## src/rtl/ascon_aead_stream_if.sv

```systemverilog
// Stream bundle between the host fabric and the Ascon AEAD engine.
// A transfer on any channel happens on a rising clk edge where its valid and ready are both 1.
// valid, and the payload qualified by it, stays stable until that edge. ready may depend on
// state, and din_ready may also depend on din_type.
interface ascon_aead_stream_if #(
    parameter int RATE = 64
);
    localparam int NBW = $clog2(RATE / 8 + 1);

    logic             start_valid;
    logic             start_ready;
    logic [127:0]     key;
    logic [127:0]     nonce;
    logic             dec;
    logic [127:0]     tag_in;

    logic [RATE-1:0]  din;
    logic             din_type;
    logic             din_last;
    logic [NBW-1:0]   din_nbytes;
    logic             din_valid;
    logic             din_ready;

    logic [RATE-1:0]  dout;
    logic [NBW-1:0]   dout_nbytes;
    logic             dout_valid;
    logic             dout_ready;

    logic [127:0]     tag_out;
    logic             auth_ok;
    logic             tag_valid;
    logic             tag_ready;

    logic [3:0]       dbg_state;

    modport master (
        output start_valid, key, nonce, dec, tag_in,
        output din, din_type, din_last, din_nbytes, din_valid,
        output dout_ready, tag_ready,
        input  start_ready, din_ready, dout, dout_nbytes, dout_valid,
        input  tag_out, auth_ok, tag_valid, dbg_state
    );

    modport slave (
        input  start_valid, key, nonce, dec, tag_in,
        input  din, din_type, din_last, din_nbytes, din_valid,
        input  dout_ready, tag_ready,
        output start_ready, din_ready, dout, dout_nbytes, dout_valid,
        output tag_out, auth_ok, tag_valid, dbg_state
    );
endinterface

```

## src/rtl/ascon_aead_stream.sv

```systemverilog
// Ascon v1.2 AEAD engine (Ascon-128 when RATE=64, Ascon-128a when RATE=128), NUMR rounds/cycle.
// State S is x0..x4 from MSB down; the rate part is the top RATE bits.
module ascon_aead_stream #(
    parameter int RATE = 64,
    parameter int NUMR = 2
) (
    input logic                clk,
    input logic                rst,
    ascon_aead_stream_if.slave bus
);
    localparam int NB  = RATE / 8;
    localparam int NBW = $clog2(NB + 1);
    localparam int B   = (RATE == 64) ? 6 : 8;
    localparam logic [63:0] IV = (RATE == 64) ? 64'h80400c0600000000 : 64'h80800c0800000000;
    localparam logic [3:0] R_STEP = 4'(NUMR);
    localparam logic [3:0] R_PB   = 4'(12 - B);

    typedef enum logic [3:0] {
        S_IDLE     = 4'd0,
        S_INIT     = 4'd1,
        S_AD_WAIT  = 4'd2,
        S_AD_PERM  = 4'd3,
        S_MSG_WAIT = 4'd4,
        S_MSG_OUT  = 4'd5,
        S_MSG_PERM = 4'd6,
        S_FINAL    = 4'd7,
        S_TAG      = 4'd8
    } state_t;

    state_t          state_q, state_d;
    logic [319:0]    s_q, s_d;
    logic [127:0]    key_q, key_d;
    logic [127:0]    tag_exp_q, tag_exp_d;
    logic [127:0]    tag_q, tag_d;
    logic            dec_q, dec_d;
    logic            last_q, last_d;
    logic [3:0]      round_q, round_d;
    logic [RATE-1:0] dout_q, dout_d;
    logic [NBW-1:0]  dout_nb_q, dout_nb_d;
    logic            dout_valid_q, dout_valid_d;
    logic            tag_valid_q, tag_valid_d;
    logic            auth_ok_q, auth_ok_d;

    logic [319:0]    perm_s;
    logic            perm_last;
    logic [RATE-1:0] s_rate, dmask, padb, out_blk, ad_rate, msg_rate;
    logic [127:0]    tag_calc;
    logic [319:0]    key_fin;
    logic            ad_beat, msg_beat;

    function automatic logic [63:0] ror(input logic [63:0] x, input int n);
        return (x >> n) | (x << (64 - n));
    endfunction

    function automatic logic [319:0] ascon_round(input logic [319:0] s, input logic [3:0] r);
        logic [63:0] x0, x1, x2, x3, x4, t0, t1, t2, t3, t4;
        x0 = s[319:256];
        x1 = s[255:192];
        x2 = s[191:128] ^ {56'd0, 4'hf - r, r};
        x3 = s[127:64];
        x4 = s[63:0];
        x0 = x0 ^ x4;
        x4 = x4 ^ x3;
        x2 = x2 ^ x1;
        t0 = x0 ^ (~x1 & x2);
        t1 = x1 ^ (~x2 & x3);
        t2 = x2 ^ (~x3 & x4);
        t3 = x3 ^ (~x4 & x0);
        t4 = x4 ^ (~x0 & x1);
        t1 = t1 ^ t0;
        t0 = t0 ^ t4;
        t3 = t3 ^ t2;
        t2 = ~t2;
        x0 = t0 ^ ror(t0, 19) ^ ror(t0, 28);
        x1 = t1 ^ ror(t1, 61) ^ ror(t1, 39);
        x2 = t2 ^ ror(t2, 1) ^ ror(t2, 6);
        x3 = t3 ^ ror(t3, 10) ^ ror(t3, 17);
        x4 = t4 ^ ror(t4, 7) ^ ror(t4, 41);
        return {x0, x1, x2, x3, x4};
    endfunction

    always_comb begin
        perm_s = s_q;
        for (int i = 0; i < NUMR; i++) begin
            perm_s = ascon_round(perm_s, round_q + 4'(i));
        end
        perm_last = (round_q + R_STEP) == 4'd12;
        tag_calc  = perm_s[127:0] ^ key_q;
        key_fin   = 320'({key_q, {(192 - RATE){1'b0}}});
    end

    // Byte j sits at bits [RATE-1-8j -: 8]; the 0x80 pad byte only lands on a last block.
    always_comb begin
        s_rate = s_q[319 -: RATE];
        dmask  = '0;
        padb   = '0;
        for (int j = 0; j < NB; j++) begin
            if (j < int'(bus.din_nbytes)) begin
                dmask[RATE-1-8*j -: 8] = 8'hff;
            end else if (bus.din_last && j == int'(bus.din_nbytes)) begin
                padb[RATE-1-8*j -: 8] = 8'h80;
            end
        end
        out_blk  = (s_rate ^ bus.din) & dmask;
        ad_rate  = s_rate ^ (bus.din & dmask) ^ padb;
        // Absorbing the plaintext makes the rate equal C on valid bytes for both directions.
        msg_rate = s_rate ^ (dec_q ? out_blk : (bus.din & dmask)) ^ padb;
    end

    assign ad_beat  = bus.din_valid && (state_q == S_AD_WAIT) && !bus.din_type;
    assign msg_beat = bus.din_valid && (state_q == S_MSG_WAIT) && bus.din_type;

    always_comb begin
        state_d      = state_q;
        s_d          = s_q;
        key_d        = key_q;
        tag_exp_d    = tag_exp_q;
        tag_d        = tag_q;
        dec_d        = dec_q;
        last_d       = last_q;
        round_d      = round_q;
        dout_d       = dout_q;
        dout_nb_d    = dout_nb_q;
        dout_valid_d = dout_valid_q;
        tag_valid_d  = tag_valid_q;
        auth_ok_d    = auth_ok_q;
        case (state_q)
            S_IDLE: begin
                if (bus.start_valid) begin
                    s_d       = {IV, bus.key, bus.nonce};
                    key_d     = bus.key;
                    dec_d     = bus.dec;
                    tag_exp_d = bus.tag_in;
                    round_d   = 4'd0;
                    state_d   = S_INIT;
                end
            end
            S_INIT: begin
                s_d     = perm_s;
                round_d = round_q + R_STEP;
                if (perm_last) begin
                    s_d     = perm_s ^ {192'd0, key_q};
                    state_d = S_AD_WAIT;
                end
            end
            S_AD_WAIT: begin
                if (ad_beat) begin
                    s_d[319 -: RATE] = ad_rate;
                    last_d  = bus.din_last;
                    round_d = R_PB;
                    state_d = S_AD_PERM;
                end else if (bus.din_valid && bus.din_type) begin
                    // Empty AD: the message beat waits; only the domain separation bit is applied.
                    s_d     = s_q ^ 320'd1;
                    state_d = S_MSG_WAIT;
                end
            end
            S_AD_PERM: begin
                s_d     = perm_s;
                round_d = round_q + R_STEP;
                if (perm_last) begin
                    if (last_q) begin
                        s_d     = perm_s ^ 320'd1;
                        state_d = S_MSG_WAIT;
                    end else begin
                        state_d = S_AD_WAIT;
                    end
                end
            end
            S_MSG_WAIT: begin
                if (msg_beat) begin
                    s_d[319 -: RATE] = msg_rate;
                    dout_d       = out_blk;
                    dout_nb_d    = bus.din_nbytes;
                    dout_valid_d = 1'b1;
                    last_d       = bus.din_last;
                    state_d      = S_MSG_OUT;
                end
            end
            S_MSG_OUT: begin
                if (bus.dout_ready) begin
                    dout_valid_d = 1'b0;
                    if (last_q) begin
                        s_d     = s_q ^ key_fin;
                        round_d = 4'd0;
                        state_d = S_FINAL;
                    end else begin
                        round_d = R_PB;
                        state_d = S_MSG_PERM;
                    end
                end
            end
            S_MSG_PERM: begin
                s_d     = perm_s;
                round_d = round_q + R_STEP;
                if (perm_last) state_d = S_MSG_WAIT;
            end
            S_FINAL: begin
                s_d     = perm_s;
                round_d = round_q + R_STEP;
                if (perm_last) begin
                    tag_d       = tag_calc;
                    auth_ok_d   = dec_q ? (tag_calc == tag_exp_q) : 1'b1;
                    tag_valid_d = 1'b1;
                    state_d     = S_TAG;
                end
            end
            S_TAG: begin
                if (bus.tag_ready) begin
                    tag_valid_d = 1'b0;
                    state_d     = S_IDLE;
                end
            end
            default: state_d = S_IDLE;
        endcase
    end

    always_ff @(posedge clk or posedge rst) begin
        if (rst) begin
            state_q      <= S_IDLE;
            s_q          <= '0;
            key_q        <= '0;
            tag_exp_q    <= '0;
            tag_q        <= '0;
            dec_q        <= 1'b0;
            last_q       <= 1'b0;
            round_q      <= '0;
            dout_q       <= '0;
            dout_nb_q    <= '0;
            dout_valid_q <= 1'b0;
            tag_valid_q  <= 1'b0;
            auth_ok_q    <= 1'b0;
        end else begin
            state_q      <= state_d;
            s_q          <= s_d;
            key_q        <= key_d;
            tag_exp_q    <= tag_exp_d;
            tag_q        <= tag_d;
            dec_q        <= dec_d;
            last_q       <= last_d;
            round_q      <= round_d;
            dout_q       <= dout_d;
            dout_nb_q    <= dout_nb_d;
            dout_valid_q <= dout_valid_d;
            tag_valid_q  <= tag_valid_d;
            auth_ok_q    <= auth_ok_d;
        end
    end

    assign bus.start_ready = (state_q == S_IDLE);
    assign bus.din_ready   = ((state_q == S_AD_WAIT) && !bus.din_type)
                          || ((state_q == S_MSG_WAIT) && bus.din_type);
    assign bus.dout        = dout_q;
    assign bus.dout_nbytes = dout_nb_q;
    assign bus.dout_valid  = dout_valid_q;
    assign bus.tag_out     = tag_q;
    assign bus.auth_ok     = auth_ok_q;
    assign bus.tag_valid   = tag_valid_q;
    assign bus.dbg_state   = state_q;
endmodule
```

## src/flat_wrapper.sv

```systemverilog
// flat-port wrapper written by rule: the top's interface ports become plain ports
module ascon_aead_stream_flat 
#(
    parameter int RATE = 64,
    parameter int NUMR = 2
)
  (clk, rst, bus_start_valid, bus_key, bus_nonce, bus_dec, bus_tag_in, bus_din, bus_din_type, bus_din_last, bus_din_nbytes, bus_din_valid, bus_dout_ready, bus_tag_ready, bus_start_ready, bus_din_ready, bus_dout, bus_dout_nbytes, bus_dout_valid, bus_tag_out, bus_auth_ok, bus_tag_valid, bus_dbg_state);
  ascon_aead_stream_if #(.RATE(RATE)) bus_i ();
  input logic clk;
  input logic rst;
  input wire logic [$bits(bus_i.start_valid)-1:0] bus_start_valid;
  input wire logic [$bits(bus_i.key)-1:0] bus_key;
  input wire logic [$bits(bus_i.nonce)-1:0] bus_nonce;
  input wire logic [$bits(bus_i.dec)-1:0] bus_dec;
  input wire logic [$bits(bus_i.tag_in)-1:0] bus_tag_in;
  input wire logic [$bits(bus_i.din)-1:0] bus_din;
  input wire logic [$bits(bus_i.din_type)-1:0] bus_din_type;
  input wire logic [$bits(bus_i.din_last)-1:0] bus_din_last;
  input wire logic [$bits(bus_i.din_nbytes)-1:0] bus_din_nbytes;
  input wire logic [$bits(bus_i.din_valid)-1:0] bus_din_valid;
  input wire logic [$bits(bus_i.dout_ready)-1:0] bus_dout_ready;
  input wire logic [$bits(bus_i.tag_ready)-1:0] bus_tag_ready;
  output wire logic [$bits(bus_i.start_ready)-1:0] bus_start_ready;
  output wire logic [$bits(bus_i.din_ready)-1:0] bus_din_ready;
  output wire logic [$bits(bus_i.dout)-1:0] bus_dout;
  output wire logic [$bits(bus_i.dout_nbytes)-1:0] bus_dout_nbytes;
  output wire logic [$bits(bus_i.dout_valid)-1:0] bus_dout_valid;
  output wire logic [$bits(bus_i.tag_out)-1:0] bus_tag_out;
  output wire logic [$bits(bus_i.auth_ok)-1:0] bus_auth_ok;
  output wire logic [$bits(bus_i.tag_valid)-1:0] bus_tag_valid;
  output wire logic [$bits(bus_i.dbg_state)-1:0] bus_dbg_state;
  assign bus_i.start_valid = bus_start_valid;
  assign bus_i.key = bus_key;
  assign bus_i.nonce = bus_nonce;
  assign bus_i.dec = bus_dec;
  assign bus_i.tag_in = bus_tag_in;
  assign bus_i.din = bus_din;
  assign bus_i.din_type = bus_din_type;
  assign bus_i.din_last = bus_din_last;
  assign bus_i.din_nbytes = bus_din_nbytes;
  assign bus_i.din_valid = bus_din_valid;
  assign bus_i.dout_ready = bus_dout_ready;
  assign bus_i.tag_ready = bus_tag_ready;
  assign bus_start_ready = bus_i.start_ready;
  assign bus_din_ready = bus_i.din_ready;
  assign bus_dout = bus_i.dout;
  assign bus_dout_nbytes = bus_i.dout_nbytes;
  assign bus_dout_valid = bus_i.dout_valid;
  assign bus_tag_out = bus_i.tag_out;
  assign bus_auth_ok = bus_i.auth_ok;
  assign bus_tag_valid = bus_i.tag_valid;
  assign bus_dbg_state = bus_i.dbg_state;
  ascon_aead_stream #(.RATE(RATE), .NUMR(NUMR)) u_core (.clk(clk), .rst(rst), .bus(bus_i));
endmodule
```

## config.mk

```make
export PLATFORM = sky130hd
export DESIGN_NAME = ascon_aead_stream_flat
export DESIGN_NICKNAME = d
export VERILOG_FILES = /design/src/rtl/ascon_aead_stream_if.sv /design/src/rtl/ascon_aead_stream.sv /design/src/flat_wrapper.sv
export SDC_FILE = /design/constraint.sdc
export NUM_CORES = 2
export LEC_CHECK = 0
export CAP_MARGIN = 20
export CELL_PAD_IN_SITES_DETAIL_PLACEMENT = 1
export CELL_PAD_IN_SITES_GLOBAL_PLACEMENT = 1
export CORE_MARGIN = 1
export CORE_UTILIZATION = 25
export CTS_BUF_LIST = sky130_fd_sc_hd__clkbuf_2
export DETAILED_ROUTE_END_ITERATION = 8
export GPL_TIMING_DRIVEN = 1
export PLACE_DENSITY_LB_ADDON = 0.1
export SYNTH_ARGS = -nofsm -noshare
export SYNTH_HDL_FRONTEND = slang
export SYNTH_SLANG_ARGS = --single-unit
```

## constraint.sdc

```tcl
create_clock -name clk -period 39.5 [get_ports clk]
set_clock_uncertainty 0.15 [all_clocks]
set_input_delay 11.85 -clock clk [delete_from_list [all_inputs] [get_ports clk]]
set_output_delay 11.85 -clock clk [all_outputs]
set_load 0.05 [all_outputs]
```

==> impl_metrics.yaml <==
timing:
  tns_ns: 0
  rsz0062_at_grt: "no"
  maxClockFrequency_mhz: 39.02
  tightest_slew_ns: 1.408
  maxSlewHeadroom_pct: 6.135
  postLayoutSetupSlackWorst_ns: 13.87
  setup_viol: 0
  post-route-period-util_pct: 64.88
  slew_viol_final: 0
  period_needed_ns: 25.63
  hold_violations: 0
flow_run:
  maxCapViolations: 0
route:
  drt.antenna.violating_nets: 0
  drcViolationCount: 0
  wl_um: 524900
  vias_per_cell: 5.237
  vias: 66610
  drt_iter0_markers: 7183
  dr.pass1.iters: 9
  routedWlPerCell_um: 41.27
clock_tree:
  cts_buffers: 267
  cts_buffer_depth: 4
  clock_latency_ns: 1.88
  cts_root_buffer: "clkbuf_2"
  cts_max_level: 5
  cts_tree: "yes"
  holdBufCountCts: 0
  post_cts_resized: 0
  post_cts_buffers: 0
  clk_pin_slew_ns: 0.07
  cts_num_sinks: 784
global_routing:
  antenna_found_initial: 54
  grt_overflow: 0
  track_usage_pct: 35.64
  grt_pass1_vias: 66010
  grt_max_degree: 152
  grt_pass1_wl_um: 669200
critical_path:
  crit_type: "input pin to primary output"
  worst_ep_arrival_time_ns: 13.63
  cp-start-kind: "input pin"
  critPathCaptureType: "primary output"
  reg2reg_from: "u_core.s_q[170]"
  reg2regPathDepth: 18
  worstPathRequired_ns: 27.50
  r2r_slack_ns: 30.23
  worst-path-max-fanout: 6
  r2r_end: "u_core.bus.auth_ok"
floorplan:
  num_rows: 196
  die_h_um: 537.7
  die_area_um2: 289100
  die_w_um: 537.7
  io_pins: 666
  start_util_pct: 25.15
  core_um2: 285200
placement:
  pre_cts_ws_ns: 13.83
  routabilityCongestion: 1.058
  dp_cells: 12240
  port_buffers: 665
  dp_hpwl_um: 447000
logic_synthesis:
  ys.flop_type: "dfrtp_1"
  synth_area_um2: 71740
  synth-edff-count: 0
  synth_area_leaders: "dfrtp_1 (27%), xnor2_1 (19%), xor2_1 (8.8%)"
  synthArstFlopShare_pct: 100.0
  synth.most_common_cell: "xnor2_1"
  yosysTopAreaCell: "dfrtp_1"
  synth_seq_cells: 784
  synth_common_cells: "xnor2_1 (1524), nand2_1 (822), dfrtp_1 (784)"
  yosysTopAreaCellShare_pct: 27.35
  seq_area_frac_synth_pct: 27.35
  ys_types: 80
  synth.yosys.warnings: 0
  syn_nets: 8472
  syn_area_per_cell_um2: 9.241
  postSynthCellCount: 7763
hold_path:
  hold_class: "register to register"
  hold_end: "u_core.bus.dout[38]"
  hold_depth: 2
  hp-start: "u_core.bus.dout[38]"
run_status:
  outcome: "finished, final reports clean"
layout:
  drive_above_1_share_pct: 16.24
  area_growth_pct: 23.56
  finish.utilization_pct: 31.08
  final_net_count: 9469
  final_cells: 12720
cell usage in the layout (no fill, tap or decap), types with 275 or more instances in the layout:
master,instances
a21oi_1,383
buf_4,463
clkbuf_2,365
clkdlybuf4s50_1,665
dfrtp_1,784
inv_1,275
mux2_2,287
nand2_1,821
nor2_1,534
o21ai_0,578
xnor2_1,1414
xor2_1,700
metal layers:
| metal | global-route usage, % | up-vias | part of all wire [%] |
|---|---|---|---|
| met2 | 53.37 | 2899 | 42 |
| met1 | 48.26 | 34560 | 44 |
| met4 | 20.44 | 16 | 6.7 |
| li1 | - | 28400 | - |
| met3 | 5.936 | 731 | 6.9 |
| met5 | 0 | - | 0.020 |
logic make-up (layout without fill, tap and decap cells):
group	Yosys count	after routing	synth area share, %
XOR/XNOR	2561	2561	36.39
AND/OR/NAND/NOR	1598	1598	9.275
AO/OA/AOI/OAI	1462	1462	12.54
flip-flops	784	784	27.35
buffers and inverters	694	1846	3.809
multiplexers	363	363	5.565
adder cells (fa/ha/maj)	301	301	5.080
other	0	41	0
state kept, by name, summed over array words and instances, names as in the netlist, 3 cells and up:
register and cells:
u_core.s_q 320, u_core.bus.tag_out 128, u_core.key_q 128, u_core.tag_exp_q 128, u_core.bus.dout 64, u_core.bus.dbg_state 4, u_core.bus.dout_nbytes 4, u_core.round_q 3
worst max path at each step:
stage	start	end	slack, ns	cells past startpoint
2_1_floorplan	rst	u_core.bus.auth_ok	5.49	1
3_3_place_gp	bus_din_type	bus_din_ready	13.72	5
3_5_place_dp	bus_din_type	bus_din_ready	13.83	5
4_1_cts	bus_din_type	bus_din_ready	13.82	5
5_1_grt	bus_din_type	bus_din_ready	13.74	5
6_report	bus_din_type	bus_din_ready	13.87	5
worst max-delay path, cell delays in order:
cell and delay (ns):
clkdlybuf4s50_1 0.50, nor2_1 0.14, a21oi_1 0.06, nor3_1 0.23
clkdlybuf4s50_1 0.85
stage by stage:
step	hold WS [ns]	instance area, um2
6_report	0.3292	88650
4_1_cts	0.3370	88450
3_5_place_dp	0.3157	86190
5_1_grt	0.3491	88570
3_3_place_gp	0.3074	85950
2_1_floorplan	0.3422	71740
cell type report:
cell class / instances / area, um2
sequential: 784 / 19620
tap: 3762 / 4707
timing repair buffer: 1146 / 10430
antenna: 41 / 102.6
fill: 32830 / 196600
inverter: 276 / 1044
multi-input combinational: 6285 / 50480
clock inverter: 59 / 429.2
clock buffer: 365 / 1827
Power is left out: the tool's default activity adds up to more than one toggle a clock period on the data nets, which glitch-free logic cannot reach.
